### src/rtl/vga_pattern_gen.sv
`default_nettype none
// ============================================================================
// Module   : vga_pattern_gen
// Purpose  : Two-stage VGA test-pattern generator with frame-synchronous
//            pattern select and sync outputs aligned to the colour outputs.
// Revision : 1.0
// ============================================================================
module vga_pattern_gen #(
  parameter int COLOR_BITS  = 3,
  parameter int ACTIVE_COLS = 640,
  parameter int ACTIVE_ROWS = 480,
  parameter int CHECK_LOG2  = 5,
  parameter int COL_W       = 10,
  parameter int ROW_W       = 10
) (
  input  logic                  CLK,
  input  logic                  i_Rst_n,
  input  logic                  i_HSync,
  input  logic                  i_VSync,
  input  logic [2:0]            i_Pattern,
  output logic                  o_HSync,
  output logic                  o_VSync,
  output logic [COLOR_BITS-1:0] o_Red,
  output logic [COLOR_BITS-1:0] o_Green,
  output logic [COLOR_BITS-1:0] o_Blue,
  output logic [2:0]            o_Pattern
);

  localparam int                   RAMP_W   = COL_W + COLOR_BITS;
  localparam logic [COL_W-1:0]     C_LAST_COL = COL_W'(ACTIVE_COLS - 1);
  localparam logic [ROW_W-1:0]     C_LAST_ROW = ROW_W'(ACTIVE_ROWS - 1);
  localparam logic [COL_W-1:0]     C_BAR_W    = COL_W'(ACTIVE_COLS / 8);
  localparam logic [RAMP_W-1:0]    C_RAMP_DIV = RAMP_W'(ACTIVE_COLS);
  localparam logic [COLOR_BITS-1:0] C_MAX     = '1;

  logic             r_HSync_1;
  logic             r_VSync_1;
  logic [COL_W-1:0] r_col;
  logic [ROW_W-1:0] r_row;
  logic [2:0]       r_Pattern;

  logic w_h_rise;
  logic w_h_fall;
  logic w_v_rise;
  logic w_active;

  assign w_h_rise = i_HSync & ~r_HSync_1;
  assign w_h_fall = ~i_HSync & r_HSync_1;
  assign w_v_rise = i_VSync & ~r_VSync_1;
  assign w_active = r_HSync_1 & r_VSync_1 & (r_col <= C_LAST_COL) & (r_row <= C_LAST_ROW);

  // Stage 1: edge detection, position counters and frame-start pattern latch
  always_ff @(posedge CLK) begin
    if (!i_Rst_n) begin
      r_HSync_1 <= 1'b0;
      r_VSync_1 <= 1'b0;
      r_col     <= '0;
      r_row     <= '0;
      r_Pattern <= 3'd0;
    end else begin
      r_HSync_1 <= i_HSync;
      r_VSync_1 <= i_VSync;

      if (w_h_rise) begin
        r_col <= '0;
      end else if (i_HSync && (r_col != '1)) begin
        r_col <= r_col + 1'b1;
      end

      if (w_v_rise) begin
        r_row <= '0;
      end else if (w_h_fall && i_VSync && (r_row != '1)) begin
        r_row <= r_row + 1'b1;
      end

      if (w_v_rise) begin
        r_Pattern <= i_Pattern;
      end
    end
  end

  logic [2:0]            w_bar_c;
  logic [COLOR_BITS-1:0] w_grey;
  logic [COLOR_BITS-1:0] w_red;
  logic [COLOR_BITS-1:0] w_green;
  logic [COLOR_BITS-1:0] w_blue;
  logic                  w_white;

  // Bar 0 is white, so the bar index is inverted to form the RGB bit triple.
  assign w_bar_c = 3'd7 - 3'(r_col / C_BAR_W);
  assign w_grey  = COLOR_BITS'({r_col, {COLOR_BITS{1'b0}}} / C_RAMP_DIV);

  always_comb begin
    w_red   = '0;
    w_green = '0;
    w_blue  = '0;
    w_white = 1'b0;
    if (w_active) begin
      case (r_Pattern)
        3'd1: w_red   = C_MAX;
        3'd2: w_green = C_MAX;
        3'd3: w_blue  = C_MAX;
        3'd4: begin
          w_red   = w_bar_c[2] ? C_MAX : '0;
          w_green = w_bar_c[1] ? C_MAX : '0;
          w_blue  = w_bar_c[0] ? C_MAX : '0;
        end
        3'd5: w_white = (r_col[CHECK_LOG2] == r_row[CHECK_LOG2]);
        3'd6: w_white = (r_col == '0) || (r_col == C_LAST_COL) ||
                        (r_row == '0) || (r_row == C_LAST_ROW);
        3'd7: begin
          w_red   = w_grey;
          w_green = w_grey;
          w_blue  = w_grey;
        end
        default: ;
      endcase
      if (w_white) begin
        w_red   = C_MAX;
        w_green = C_MAX;
        w_blue  = C_MAX;
      end
    end
  end

  // Stage 2: output registers keep sync and colour on the same cycle
  always_ff @(posedge CLK) begin
    if (!i_Rst_n) begin
      o_HSync <= 1'b0;
      o_VSync <= 1'b0;
      o_Red   <= '0;
      o_Green <= '0;
      o_Blue  <= '0;
    end else begin
      o_HSync <= r_HSync_1;
      o_VSync <= r_VSync_1;
      o_Red   <= w_red;
      o_Green <= w_green;
      o_Blue  <= w_blue;
    end
  end

  assign o_Pattern = r_Pattern;

endmodule
`default_nettype wire

### config.mk
export PLATFORM = sky130hd
export DESIGN_NAME = vga_pattern_gen
export DESIGN_NICKNAME = d
export VERILOG_FILES = /design/src/rtl/vga_pattern_gen.sv
export SDC_FILE = /design/constraint.sdc
export NUM_CORES = 1
export LEC_CHECK = 0
export ABC_AREA = 0
export BUFFER_PORTS_ARGS = -buffer_cell sky130_fd_sc_hd__buf_2
export CAP_MARGIN = 20
export CORE_MARGIN = 8
export CORE_UTILIZATION = 35
export DETAILED_ROUTE_END_ITERATION = 8
export RECOVER_POWER = 25
export SKIP_CTS_REPAIR_TIMING = 1
export SYNTH_ARGS = -nofsm -noshare
export SYNTH_HDL_FRONTEND = slang
export SYNTH_SLANG_ARGS = --single-unit
### constraint.sdc
create_clock -name CLK -period 5.5 [get_ports CLK]
set_clock_uncertainty 0.1 [all_clocks]
set_input_delay 0.55 -clock CLK [delete_from_list [all_inputs] [get_ports CLK]]
set_output_delay 0.55 -clock CLK [all_outputs]
set_load 0.03 [all_outputs]
==> metrics.txt <==
row count=30; RSZ-0062 raised after global routing=no; Yosys cell types=between 60 and 70; fmax=292 MHz; area post-placement=2520 sq um; Clock Latency Late Sink=0.30 ns; Internal=between 300 and 400 uW; count of state elements after synthesis=36; CP max stage delay=approximately 0.62 ns; port buffer count=20; Inst Count DP=388; Crit Path Class=register to register; fin util=39.0%; CTS Root Buffer Type=clkbuf_8; Final Hold Vio Count=0; Iter 0 DRT Violations=118; most common cell after layout, fill and taps aside=nor2_1; setup_tns=0 ns; sequential power share=52.7%; Post-synth EDFFs=0; Worst Path Required=5.62 ns; clock power share=37.2%; P&R area growth vs syn=9.74%; first-pass GRT wire length=around 9500 um; die area=9690 sq um; WL per Instance=approximately 14 um; Post-Syn Area=between 2000 and 2500 sq um; max-cap violation count=0; DP HPWL=4130 um; H-tree levels=2; Cell Pwr Density=about 200 nW/um^2; Num CTS Buffers=5; Non-Filler Instances=397; Initial Util=between 30% and 40%; # fillers=710; CP max FO=7; ys flop type=dfxtp_1; Die Ht=98.4 um; Syn Nets=around 310; leakage=0.897 nW; ys async rst share=0%; largest net degree at the start of global routing=21; register area share after synthesis=30.3%; # diodes=0; Post-Route WL=5580 um; Tmin final=about 3.4 ns; layout cells sized above 1=14.2%; Reg clk slew, reported paths=0.08 ns; Worst VDD drop=0.0629 mV; Reg2Reg Setup Slack=a little over 2 ns; worst-margin pin slew=~1.0 ns; initial antenna violation count=0; CTS Sinks=36; CTS tree=built; Logic pwr share=about a tenth; sw frac=a little over a quarter; Final nets=328; Final Slew Violations=0; commonest non-fill, non-tap cells in the layout=nor2_1, dfxtp_1, nand2_1; normalized max-slew margin=about a third; endpoints failing setup=0; startpoint types=register; Pre-antenna DRT Iters=4; number of remaining DRC errors=0; Via Count=2160; clock buffer depth=2; critical path's slowest cell=a2111oi_0; hold path depth=3; Ports=21; final worst-path cycle share=62.3%; syn_area_per_cell=7.95 sq um; Register-to-Register Path Depth=11; gr usage total=between 10% and 20%; switching power=138 uW; status=complete, no violations; Final WS setup=2.08 ns; yosys warns=0; dpl ws=2.13 ns; Crit path arrival time=3.54 ns; vias in the first global route=1999; cell breakdown of the critical path=inv_1 > ha_1 > nand2b_1 > o21ai_0 > nand3_1 > a2111oi_0 > nor4_2 > or2_1 > nor3b_1 > o311ai_4 > o21ai_1; vias per inst=~5.4; final instance area=2610 sq um; CP Capture Type=register; Syn Inst Count=299; grt total ovfl=0; core footprint=6680 sq um; Die Wd=a little under 100 um; hold crit path type=input port to register; GPL Wtd Cong=0.873; post-route ant nets=0
[flip-flops by register name, indices dropped and copies added, names as in the netlist]
name	flops
r_row	10
o_Red	3
o_Blue	3
o_Pattern	3
r_col	10
o_HSync	1
o_Green	3
r_VSync_1	1
r_HSync_1	1
o_VSync	1
[synthesized netlist by cell type (all sizes together) (6+ instances only)]
library cell | count | share of area (%)
o21ai | 17 | 3.7
xnor2 | 15 | 5.5
nor4 | 6 | 2.4
xor2 | 8 | 2.9
a31oi | 6 | 1.6
nand2 | 26 | 4.1
nor2b | 8 | 2.1
nor2 | 41 | 6.5
nand3 | 14 | 2.9
dfxtp | 36 | 30
nand2b | 8 | 2.1
a21oi | 18 | 3.9
and2 | 6 | 1.6
nor3 | 7 | 1.5
inv | 9 | 1.4
clkbuf | 7 | 1.1
[kinds of logic after synthesis]
kind of cell	synth area share (%)
and+or+nand+nor	30.9
AOI/OAI and AO/OA	21.5
DFF	30.3
adders and majority gates	3.05
muxes	2.11
buffers and inverters	3.63
xor gates and xnor gates	8.47
[cell type report]
| cell class | instances | area [sq um] | area share [%] |
|---|---|---|---|
| clock buffers | 5 | 68.8 | 2.64 |
| clock inverters | 3 | 18.8 | 0.719 |
| inverters | 9 | 33.8 | 1.29 |
| multi-input cells | 243 | 1570 | 60.2 |
| flip-flops and latches | 36 | 721 | 27.6 |
| well taps | 80 | 100 | 3.84 |
| repair buffers | 21 | 96.3 | 3.69 |
[through the flow]
step | hold slack (ns) | power [mW]
final | 0.400 | 0.511
after global routing | 0.428 | 0.534
after CTS | 0.395 | 0.516
after detailed placement | 0.396 | 0.326
after global placement | 0.383 | 0.326
after floorplan | 0.354 | 0.312
[worst paths after layout]
kind | end | startpoint
worst max-delay path | o_Red[0] | r_col[0]
worst min-delay path | o_Pattern[1] | i_Pattern[1]
worst max register to register | o_Red[0] | r_col[0]
worst min register to register | o_HSync | r_HSync_1
[routing by layer]
metal  vias to the layer above  part of all wire [%]  wire length (um)  track usage [%]
met3                         9                   4.8               267             3.10
met5                         -                     0                 0                0
met2                        37                    46              2570             18.4
li1                       1099                     -                 -                -
met4                         0                   1.9               104             5.43
met1                      1015                    47              2630             14.7
[worst max-delay path, delay by kind of cell, from the launching register on]
| family | cells | cell delay [ns] |
|---|---|---|
| flip-flops | 1 | 0.42 |
| buffers and inverters | 1 | 0.10 |
| adder cells (fa/ha/maj) | 1 | 0.26 |
| AND/OR/NAND/NOR | 5 | 1.28 |
| AO/OA/AOI/OAI | 4 | 1.18 |
[power groups by stage]
stage	registers, mW	clock network [mW]	logic (mW)
floorplan	0.278	0	0.0339
global placement	0.275	0	0.0509
detailed placement	0.275	0	0.0512
CTS	0.269	0.195	0.0515
global route	0.270	0.207	0.0565
finish	0.269	0.190	0.0513
No activity file was read; power rests on OpenSTA's default activity.
